<file path="config.mk">
export PLATFORM = sky130hd
export DESIGN_NAME = isa_bus_sequencer
export DESIGN_NICKNAME = d
export VERILOG_FILES = /design/src/rtl/isa_bus_pkg.sv /design/src/rtl/sync_2ff.sv /design/src/rtl/isa_bus_sequencer.sv
export SDC_FILE = /design/constraint.sdc
export NUM_CORES = 1
export LEC_CHECK = 0
export ABC_CLOCK_PERIOD_IN_PS = 2700
export CAP_MARGIN = 10
export CORE_UTILIZATION = 45
export DETAILED_ROUTE_END_ITERATION = 8
export PLACE_DENSITY = 0.78
export SLEW_MARGIN = 0
export SYNTH_ARGS = -nofsm -noshare
export SYNTH_HDL_FRONTEND = slang
export SYNTH_SLANG_ARGS = --single-unit
</file>
<file path="constraint.sdc">
create_clock -name clk -period 2.7 [get_ports clk]
set_input_delay 0.54 -clock clk [delete_from_list [all_inputs] [get_ports clk]]
set_output_delay 0.54 -clock clk [all_outputs]
set_load 0.02 [all_outputs]
</file>
<file path="src/rtl/isa_bus_pkg.sv">
// ---------------------------------------------------------------------------
// isa_bus_pkg
// Shared definitions for the ISA I/O cycle sequencer:
//   - state_t        : FSM state encoding (also the value seen on state_debug)
//   - TIMEOUT_RDATA  : read data returned when IOCHRDY times out (all ones)
//   - cnt_width()    : width of the shared timing counter
// ---------------------------------------------------------------------------
package isa_bus_pkg;

  typedef enum logic [2:0] {
    ST_IDLE    = 3'd0,
    ST_ADDR    = 3'd1,
    ST_STROBE  = 3'd2,
    ST_RECOVER = 3'd3
  } state_t;

  // Wide enough for any supported DATA_W; the sequencer slices what it needs.
  localparam int                  MAX_DATA_W    = 64;
  localparam logic [MAX_DATA_W-1:0] TIMEOUT_RDATA = '1;

  // One counter serves setup, strobe, extension and recovery timing, so it is
  // sized for the largest of the four parameters plus one bit of headroom.
  function automatic int cnt_width(input int a, input int b,
                                   input int c, input int d);
    int m;
    m = a;
    if (b > m) m = b;
    if (c > m) m = c;
    if (d > m) m = d;
    return $clog2(m) + 1;
  endfunction

endpackage

</file>
<file path="src/rtl/sync_2ff.sv">
// ---------------------------------------------------------------------------
// sync_2ff
// Two-flop synchroniser for a single asynchronous level. Resets to 1 so a
// ready-style input reads as "ready" until real samples have propagated.
// Ports:
//   clk    in  system clock
//   reset  in  synchronous, active-high reset
//   d      in  asynchronous input
//   q      out synchronised output (two clk cycles of latency)
// ---------------------------------------------------------------------------
module sync_2ff (
  input  logic clk,
  input  logic reset,
  input  logic d,
  output logic q
);

  logic r_meta;
  logic r_sync;

  always_ff @(posedge clk) begin
    if (reset) begin
      r_meta <= 1'b1;
      r_sync <= 1'b1;
    end else begin
      r_meta <= d;
      r_sync <= r_meta;
    end
  end

  assign q = r_sync;

endmodule

</file>
<file path="src/rtl/isa_bus_sequencer.sv">
// ---------------------------------------------------------------------------
// isa_bus_sequencer
// ISA I/O cycle generator with programmable setup / strobe / recovery timing
// and IOCHRDY wait extension with timeout.
//
// Command handshake: a command transfers on a rising clk edge where
// cmd_valid and cmd_ready are both high. cmd_ready is high only while IDLE;
// all command fields are latched on that edge. cmd_valid while busy is
// ignored (nothing is queued). Each accepted command produces exactly one
// rsp_valid pulse unless aborted by reset.
//
// Ports:
//   clk, reset                 clock, synchronous active-high reset
//   cmd_valid/cmd_ready        command handshake
//   cmd_write, cmd_wide        1=write/0=read, 1=16-bit cycle (0 if DATA_W=8)
//   cmd_addr, cmd_wdata        I/O address and write data
//   rsp_valid                  one-cycle completion pulse
//   rsp_rdata, rsp_timeout     read data (held), timeout flag with rsp_valid
//   isa_addr, isa_data_out     registered bus address / write data
//   isa_data_oe                drive isa_data_out onto the bus
//   isa_data_in                bus read data
//   isa_ior_n, isa_iow_n       I/O strobes, active low
//   isa_sbhe_n                 byte-high enable, low for wide cycles
//   isa_iochrdy                asynchronous card ready (0 = extend)
//   state_debug                current FSM state (IDLE=0 .. RECOVER=3)
// ---------------------------------------------------------------------------
module isa_bus_sequencer
  import isa_bus_pkg::*;
#(
  parameter int ADDR_W       = 16,
  parameter int DATA_W       = 16,
  parameter int SETUP_CYC    = 1,
  parameter int STROBE_CYC   = 3,
  parameter int RECOVERY_CYC = 1,
  parameter int TIMEOUT_CYC  = 1024
) (
  input  logic              clk,
  input  logic              reset,
  input  logic              cmd_valid,
  output logic              cmd_ready,
  input  logic              cmd_write,
  input  logic              cmd_wide,
  input  logic [ADDR_W-1:0] cmd_addr,
  input  logic [DATA_W-1:0] cmd_wdata,
  output logic              rsp_valid,
  output logic [DATA_W-1:0] rsp_rdata,
  output logic              rsp_timeout,
  output logic [ADDR_W-1:0] isa_addr,
  output logic [DATA_W-1:0] isa_data_out,
  output logic              isa_data_oe,
  input  logic [DATA_W-1:0] isa_data_in,
  output logic              isa_ior_n,
  output logic              isa_iow_n,
  output logic              isa_sbhe_n,
  input  logic              isa_iochrdy,
  output logic [2:0]        state_debug
);

  localparam int CNT_W = cnt_width(SETUP_CYC, STROBE_CYC, RECOVERY_CYC, TIMEOUT_CYC);
  localparam logic [CNT_W-1:0] SETUP_LAST    = CNT_W'(SETUP_CYC - 1);
  localparam logic [CNT_W-1:0] STROBE_LAST   = CNT_W'(STROBE_CYC - 1);
  localparam logic [CNT_W-1:0] RECOVERY_LAST = CNT_W'(RECOVERY_CYC - 1);
  localparam logic [CNT_W-1:0] TIMEOUT_LAST  = CNT_W'(TIMEOUT_CYC);
  localparam logic [CNT_W-1:0] CNT_ONE       = CNT_W'(1);
  localparam bit               WIDE_OK       = (DATA_W > 8);

  state_t              r_state;
  logic [CNT_W-1:0]    r_cnt;
  logic                r_ext;        // strobe is past its minimum, counting extra cycles
  logic                r_write;
  logic                r_wide;
  logic                r_cmd_ready;
  logic                r_rsp_valid;
  logic                r_rsp_timeout;
  logic [DATA_W-1:0]   r_rsp_rdata;
  logic [ADDR_W-1:0]   r_addr;
  logic [DATA_W-1:0]   r_data_out;
  logic                r_data_oe;
  logic                r_ior_n;
  logic                r_iow_n;
  logic                r_sbhe_n;

  logic                w_iochrdy_s;
  logic                w_wide;
  logic [DATA_W-1:0]   w_narrow_mask;
  logic                w_min_done;
  logic                w_exit_ready;
  logic                w_exit_to;
  logic [DATA_W-1:0]   w_rd_capture;

  sync_2ff u_sync_iochrdy (
    .clk   (clk),
    .reset (reset),
    .d     (isa_iochrdy),
    .q     (w_iochrdy_s)
  );

  assign w_wide = WIDE_OK & cmd_wide;

  always_comb begin
    w_narrow_mask      = '0;
    w_narrow_mask[7:0] = '1;
  end

  // Ready is only looked at from the last minimum strobe cycle onwards.
  // While extending, r_cnt holds the number of the current extra cycle, so
  // reaching TIMEOUT_CYC without ready ends the strobe with a timeout.
  assign w_min_done   = r_ext || (r_cnt == '0);
  assign w_exit_ready = w_min_done && w_iochrdy_s;
  assign w_exit_to    = r_ext && !w_iochrdy_s && (r_cnt == TIMEOUT_LAST);

  always_comb begin
    if (w_exit_to)
      w_rd_capture = TIMEOUT_RDATA[DATA_W-1:0];
    else if (r_wide)
      w_rd_capture = isa_data_in;
    else
      w_rd_capture = isa_data_in & w_narrow_mask;
  end

  always_ff @(posedge clk) begin
    if (reset) begin
      r_state       <= ST_IDLE;
      r_cnt         <= '0;
      r_ext         <= 1'b0;
      r_write       <= 1'b0;
      r_wide        <= 1'b0;
      r_cmd_ready   <= 1'b1;
      r_rsp_valid   <= 1'b0;
      r_rsp_timeout <= 1'b0;
      r_rsp_rdata   <= '0;
      r_addr        <= '0;
      r_data_out    <= '0;
      r_data_oe     <= 1'b0;
      r_ior_n       <= 1'b1;
      r_iow_n       <= 1'b1;
      r_sbhe_n      <= 1'b1;
    end else begin
      r_rsp_valid   <= 1'b0;
      r_rsp_timeout <= 1'b0;
      case (r_state)
        ST_IDLE: begin
          if (cmd_valid) begin
            r_state     <= ST_ADDR;
            r_cmd_ready <= 1'b0;
            r_write     <= cmd_write;
            r_wide      <= w_wide;
            r_addr      <= cmd_addr;
            r_data_out  <= cmd_wdata;
            r_data_oe   <= cmd_write;   // data on the bus before IOW# falls
            r_sbhe_n    <= ~w_wide;
            r_cnt       <= SETUP_LAST;
          end
        end
        ST_ADDR: begin
          if (r_cnt == '0) begin
            r_state <= ST_STROBE;
            r_ior_n <= r_write;
            r_iow_n <= ~r_write;
            r_cnt   <= STROBE_LAST;
            r_ext   <= 1'b0;
          end else begin
            r_cnt <= r_cnt - CNT_ONE;
          end
        end
        ST_STROBE: begin
          if (w_exit_ready || w_exit_to) begin
            r_state       <= ST_RECOVER;
            r_ior_n       <= 1'b1;
            r_iow_n       <= 1'b1;
            r_rsp_valid   <= 1'b1;
            r_rsp_timeout <= w_exit_to;
            r_cnt         <= RECOVERY_LAST;
            r_ext         <= 1'b0;
            if (!r_write) r_rsp_rdata <= w_rd_capture;
          end else if (!r_ext) begin
            if (r_cnt != '0) begin
              r_cnt <= r_cnt - CNT_ONE;
            end else begin
              r_ext <= 1'b1;
              r_cnt <= CNT_ONE;
            end
          end else begin
            r_cnt <= r_cnt + CNT_ONE;
          end
        end
        ST_RECOVER: begin
          // Write data stays driven through the first recovery cycle (hold time).
          r_data_oe <= 1'b0;
          if (r_cnt == '0) begin
            r_state     <= ST_IDLE;
            r_cmd_ready <= 1'b1;
            r_sbhe_n    <= 1'b1;
          end else begin
            r_cnt <= r_cnt - CNT_ONE;
          end
        end
        default: begin
          r_state     <= ST_IDLE;
          r_cmd_ready <= 1'b1;
          r_ior_n     <= 1'b1;
          r_iow_n     <= 1'b1;
          r_data_oe   <= 1'b0;
        end
      endcase
    end
  end

  assign cmd_ready    = r_cmd_ready;
  assign rsp_valid    = r_rsp_valid;
  assign rsp_rdata    = r_rsp_rdata;
  assign rsp_timeout  = r_rsp_timeout;
  assign isa_addr     = r_addr;
  assign isa_data_out = r_data_out;
  assign isa_data_oe  = r_data_oe;
  assign isa_ior_n    = r_ior_n;
  assign isa_iow_n    = r_iow_n;
  assign isa_sbhe_n   = r_sbhe_n;
  assign state_debug  = r_state;

endmodule

</file>
Yosys cells after proc, flatten, opt, wreduce, memory -nomap -nowiden. Cells that the tools add are included.

Div/mod/pow operators: 0. Bitwise gates (word level): 6. Magnitude comparators: 0. Reductions and logical operators: 25. Add/sub/neg operators: 2. Mux-type cells: 32. Shift-type cells: 0. Eq/ne operators: 9. Multiply operators: 0.

Operators by type and width (count): two-way mux 11 bit (6); case mux 11 bit (4 select lines) (1); two-way mux 16 bit (2); AND reduction 3 bit (5); two-way mux 1 bit (12); two-way mux 3 bit (4); case mux 3 bit (4 select lines) (1); adder 11 x 1 -> 11 bit, second input constant (1); equality test 11 bit, second input constant (1); logical NOT 11 bit (1); nonzero test 11 bit (1); subtractor 11 x 1 -> 11 bit, second input constant (1); inequality test 2 bit, second input constant (5); case mux 1 bit (3 select lines) (3); equality test 3 x 2 -> 1 bit, second input constant (2); inverter 1 bit (6); case mux 1 bit (2 select lines) (3); AND reduction 2 bit (3); OR reduction 2 bit (3); AND reduction 4 bit (1); nonzero test 2 bit (2); nonzero test 4 bit (1); equality test 3 x 1 -> 1 bit, second input constant (1); logical AND 1 bit (3); other kinds (4) (5).

Latch bits: 0. Bits in read-only memories: 0. Logic and storage cells: 91. Register bits: 74. Output and inout port bits: 58. RAM bits: 0. Input bits: 54. Memories: 0.

Logic depth before layout (Yosys ltp). Gate-level depths: netlist of the first run.

Depth in word-level cells: 6. Mapped depth: 10. Mapped depth without buffers: 7.

Modules after synthesis. A second synthesis of the first run with hierarchy kept.

Cells, all modules: 456. Area total of the unflattened synthesis: 3593.4 um^2.

Modules (own cells, without submodules): isa_bus_sequencer (times used 1, cells each 452, area each 3540.9 um^2, seq. area each 1421.4 um^2); sync_2ff (times used 1, cells each 4, area each 52.6 um^2, seq. area each 40.0 um^2).

Least setup slack after synthesis of the first run. Ideal clock, no wire load.

Path type: register -> register. From: reg r_cnt[0]. To: reg r_state[0] (netlist: state_debug[0]). Data required time: 2.630 ns. Clock period less this slack: 2.515 ns. Arrival: 2.445 ns. Path buffers: 2. Stages on the path, launching flop included: 10. Setup time: 0.070 ns. Path slack: 0.185 ns. Path through: dfxtp_1 > clkbuf_1 > inv_1 > ha_1 > or3b_1 > buf_6 > nor4b_4 > o22ai_2 > or4_1 > a21oi_1.

Longest elaborated chain between the ends: 6. Elaborated cells between the ends (all ways): 10. Classes of those cells: 4 x eq/ne; 6 x reduce/logical.

RTL lines: from (decl) (line isa_bus_sequencer.sv:68) `logic [CNT_W-1:0] r_cnt;`; from (signal assigned) (line isa_bus_sequencer.sv:163) `r_cnt <= r_cnt - CNT_ONE;`; from (signal assigned) (line isa_bus_sequencer.sv:178) `r_cnt <= r_cnt - CNT_ONE;`; from (signal assigned) (line isa_bus_sequencer.sv:184) `r_cnt <= r_cnt + CNT_ONE;`; logical NOT 11 bit (line isa_bus_sequencer.sv:108, isa_bus_sequencer.sv:156, isa_bus_sequencer.sv:190); logical OR 1 bit (line isa_bus_sequencer.sv:108) `assign w_min_done = r_ext || (r_cnt == '0);`; logical AND 1 bit (line isa_bus_sequencer.sv:109) `assign w_exit_ready = w_min_done && w_iochrdy_s;`; logical OR 1 bit (line isa_bus_sequencer.sv:167) `if (w_exit_ready || w_exit_to) begin`; inequality test 2 bit (no source line); AND reduction 4 bit (no source line) *; to (signal assigned) (line isa_bus_sequencer.sv:123) `r_state <= ST_IDLE;`; to (signal assigned) (line isa_bus_sequencer.sv:168) `r_state <= ST_RECOVER;`; to (signal assigned) (line isa_bus_sequencer.sv:191) `r_state <= ST_IDLE;`; to (decl) (line isa_bus_sequencer.sv:67) `state_t r_state;`.

Every way passes the cells marked *; elsewhere a longest branch is shown, timed or not. A chain may end at the register's enable or synchronous reset.

Worst setup path after layout of the first run.
From: reg r_cnt[1]. To: reg r_cnt[8].

Longest elaborated chain between the ends: 6. Elaborated cells between the ends (all ways): 17. Classes of those cells: 2 x add/sub; 2 x eq/ne; 6 x mux; 7 x reduce/logical.

RTL lines: branches (longest 6 deep; another with subtractor 11 x 1 -> 11 bit).

Parallel ways; which one is timed is not known. The select of a mux whose other input is x is not followed.

==> results of run 1 <==
-- cell usage in the layout (no fill, tap or decap), drive strengths merged, types with 3 or more instances in the layout --
| cell type | Yosys | final |
|---|---|---|
| or3b | 3 | 3 |
| or3 | 7 | 7 |
| inv | 12 | 13 |
| o22ai | 4 | 4 |
| o31ai | 7 | 7 |
| a21oi | 80 | 80 |
| nor3 | 7 | 7 |
| or4 | 6 | 6 |
| dfxtp | 73 | 73 |
| bufinv | 0 | 3 |
| o21ai | 18 | 18 |
| ha | 7 | 7 |
| nor2b | 3 | 3 |
| a221oi | 3 | 3 |
| a31oi | 6 | 6 |
| buf | 13 | 14 |
| clkbuf | 26 | 10 |
| nor2 | 19 | 19 |
| or2 | 3 | 3 |
| o211ai | 4 | 4 |
| nor4 | 4 | 4 |
| nand2 | 106 | 106 |
| clkdlybuf4s50 | 0 | 109 |
| nand3 | 12 | 12 |
| a22oi | 6 | 6 |
-- sequential cells by signal (all words and copies together), names as in the netlist, 2 cells and up --
register      flops
isa_data_out     16
isa_addr         16
rsp_rdata        16
state_debug       2
r_cnt            11
-- synth_stat cells (2+ instances only) --
master,instances
a211oi_1,2
a21oi_1,80
a221o_1,2
a221oi_1,3
a22oi_1,6
a311oi_1,2
a31oi_1,6
a32oi_1,2
buf_2,2
buf_4,3
buf_6,7
clkbuf_1,25
dfxtp_1,73
ha_1,7
inv_1,12
nand2_1,106
nand3_1,12
nand4_1,2
nand4b_1,2
nor2_1,19
nor2b_1,3
nor3_1,5
nor3_2,2
nor4_1,4
o211ai_1,4
o21ai_0,18
o22ai_1,3
o31ai_1,7
or2_2,3
or3_1,3
or3_2,3
or3b_1,2
or4_1,4
or4_2,2
xor2_1,2
-- worst max path at each step --
stage	startpoint	endpoint	slack (ns)
floorplan	r_cnt[0]$_SDFFE_PP0P_	state_debug[0]$_SDFFE_PP0P_	0.19
global placement	cmd_valid	r_cnt[6]$_SDFFE_PP0P_	0.35
detailed placement	cmd_valid	r_cnt[6]$_SDFFE_PP0P_	0.30
CTS	r_cnt[1]$_SDFFE_PP0P_	r_cnt[8]$_SDFFE_PP0P_	0.33
global route	r_cnt[1]$_SDFFE_PP0P_	rsp_rdata[7]$_SDFFE_PP0P_	0.10
finish	r_cnt[1]$_SDFFE_PP0P_	r_cnt[8]$_SDFFE_PP0P_	0.32
-- metrics by stage --
step	instance area (sq um)	power [W]	setup WS [ns]	utilization, %	cells
floorplan	3612	0.002815	0.1850	-	465
global placement	4707	0.003554	0.3479	60.91	650
detailed placement	4707	0.003610	0.2951	60.91	650
CTS	4938	0.004655	0.3282	63.91	665
global route	4938	0.004940	0.1041	63.91	665
finish	4938	0.004651	0.3191	63.91	665
-- logic make-up (layout without fill, tap and decap cells) --
family                   count (synthesis)  count (layout)  share of synthesized area, %
AO/OA/AOI/OAI                          147             147                         24.52
XOR/XNOR                                 3               3                        0.7275
adder cells (fa/ha/maj)                  7               7                         2.425
buffers and inverters                   52             150                         7.516
flip-flops                              73              73                         40.46
other                                    1               1                        0.1038
AND/OR/NAND/NOR                        182             182                         24.25
-- power groups by stage --
stage	Combinational [W]	Clock [W]	Sequential, W
floorplan	0.00113	0	0.00169
global placement	0.00209	0	0.00146
detailed placement	0.00214	0	0.00147
CTS	0.00216	0.00105	0.00145
global route	0.00236	0.00110	0.00148
finish	0.00217	0.00103	0.00145
-- layout make-up --
type / count / area [sq um]
timing repair buffer: 123 / 1194
fill: 658 / 2789
clock buffer: 10 / 127.6
clock inverter: 5 / 103.9
sequential: 73 / 1461
multi-input combinational: 340 / 1879
tap: 102 / 127.6
inverter: 12 / 45.04
-- worst max-delay path: stages (launching register included) --
cell and delay [ns]:
dfxtp_1 0.32, inv_1 0.09, ha_1 0.25, or3b_1 0.43, buf_4 0.18, or4_2 0.61
o21ai_0 0.17, a22oi_1 0.09, o22ai_1 0.16
-- metal layers --
metal | GRT usage, % | up-vias | part of all wire [%]
li1 | - | 1817 | -
met1 | 30.89 | 1757 | 41
met2 | 41.73 | 154 | 49
met3 | 7.286 | 21 | 8.1
met4 | 10.05 | 0 | 2.2
met5 | 0 | - | 0
==> flow_metrics.env, run 1 <==
export IMPL_finalWeightedCongestion=0.9235
export IMPL_dp_hpwl_mm=7.086
export IMPL_ff2ff_setup_slack_ns=0.32
export IMPL_r2r_end="r_cnt[8]$_SDFFE_PP0P_"
export IMPL_cts_resized=0
export IMPL_drive_gt1_share_pct=8.348
export IMPL_setup_viol=0
export IMPL_grt_pass1_wl_mm=17.06
export IMPL_port_buffers=110
export IMPL_cts_tree="done"
export IMPL_p_per_area_nw_per_um2=941.7
export IMPL_grt_max_degree=50
export IMPL_synth_edf_count=0
export IMPL_cp_required_ns=2.98
export IMPL_slew_violations=0
export IMPL_vias=3749
export IMPL_synth_seq_area_share_pct=40.46
export IMPL_synth_cell_type_count=62
export IMPL_worstHoldStart="u_sync_iochrdy.r_meta$_SDFF_PP1_"
export IMPL_finalHoldViolations=0
export IMPL_ys_ff_latch=73
export IMPL_num_rows=32
export IMPL_drt_iter0_markers=312
export IMPL_start_util_pct=46.75
export IMPL_status="finished clean"
export IMPL_synth_area_top_cells="dfxtp_1, a21oi_1, nand2_1"
export IMPL_tightest_slew_ns=0.6424
export IMPL_combinationalPowerShare_pct=46.7
export IMPL_syn_area_sq_um=3612
export IMPL_top_level_ports=112
export IMPL_antenna_cells=0
export IMPL_path_class="reg -> reg"
export IMPL_max_cap_violations=0
export IMPL_rr_startpoint="r_cnt[1]$_SDFFE_PP0P_"
export IMPL_worstSkewPairLatency_ns=0.35
export IMPL_drt_wl_total_mm=10.27
export IMPL_yosysWarnings=0
export IMPL_finClkSkew_ns=0.01130
export IMPL_numClockSinks=73
export IMPL_cts_setup_buffers=0
export IMPL_nets=620
export IMPL_die_x_microns=91.60
export IMPL_dr_pass1_iters=6
export IMPL_holdPathEnd="u_sync_iochrdy.q$_SDFF_PP1_"
export IMPL_finalCritPeriodShare_pct=88.18
export IMPL_period_needed_ns=2.381
export IMPL_swShare_pct=39.23
export IMPL_hold_path_class="reg -> reg"
export IMPL_wl_per_cell_microns=15.44
export IMPL_syn_to_final_growth_pct=36.72
export IMPL_tns_ns=0
export IMPL_final_antenna_net_count=0
export IMPL_core_area_sq_um=7727
export IMPL_syn_nets=526
export IMPL_syn_mean_instance_area_sq_um=7.768
export IMPL_cts_buffer_depth=2
export IMPL_end_kind="flop"
export IMPL_crit_fanout=6
export IMPL_die_h_microns=91.60
export IMPL_synth_largest_area_cell="dfxtp_1"
export IMPL_grt_overflow_total=0
export IMPL_worstRegToRegCells=8
export IMPL_grt_pass1_vias=3488
export IMPL_pwr_share_clk_pct=22.1
export IMPL_max_freq_mhz=420.0
export IMPL_grt_setup_unrepaired="false"
export IMPL_holdWs_ns=0.4162
export IMPL_worstPathArrival_ns=2.66
export IMPL_whs_path_depth=1
export IMPL_hold_buffers=0
export IMPL_drc=0
export IMPL_path_clk_slew_ns=0.08
export IMPL_grt_usage_pct=25.31
export IMPL_p_switching_w=0.001824
export IMPL_synthArstFlopShare_pct=0
export IMPL_netlist_instances=465
export IMPL_ys_flop_type="dfxtp_1"
export IMPL_critPathLaunchType="flop"
export IMPL_slew_headroom_pct=57.09
export IMPL_p_int_w=0.002826
export IMPL_antenna_found_initial=0
export IMPL_dieArea_sq_um=8390
export IMPL_vdd_drop_max_mv=0.5010
export IMPL_p_seq_share_pct=31.1
export IMPL_via_per_inst=5.638
export IMPL_cellLeakagePower_nw=1.859
export IMPL_h_tree_depth=3
export IMPL_numCtsBuffers=9
export IMPL_root_buffer="clkbuf_8"
export IMPL_synth_top_area_share_pct=40.46
(Power assumes the default switching activity.)
==> run 2: changes to the inputs <==
--- a/config.mk
+++ b/config.mk
@@ -8,6 +8,7 @@
 export ABC_CLOCK_PERIOD_IN_PS = 2700
 export CAP_MARGIN = 10
 export CORE_UTILIZATION = 45
+export CTS_CLUSTER_DIAMETER = 100
 export DETAILED_ROUTE_END_ITERATION = 8
 export PLACE_DENSITY = 0.78
 export SLEW_MARGIN = 0
==> results of run 2 <==
No change in the layout: final DEF, timing and power equal those of run 1.
==> run 3: changes to the inputs <==
--- a/config.mk
+++ b/config.mk
@@ -11,6 +11,7 @@
 export CTS_CLUSTER_DIAMETER = 100
 export DETAILED_ROUTE_END_ITERATION = 8
 export PLACE_DENSITY = 0.78
+export SKIP_CTS_REPAIR_TIMING = 1
 export SLEW_MARGIN = 0
 export SYNTH_ARGS = -nofsm -noshare
 export SYNTH_HDL_FRONTEND = slang
==> results of run 3 <==
No change in the layout: final DEF, timing and power equal those of run 1.
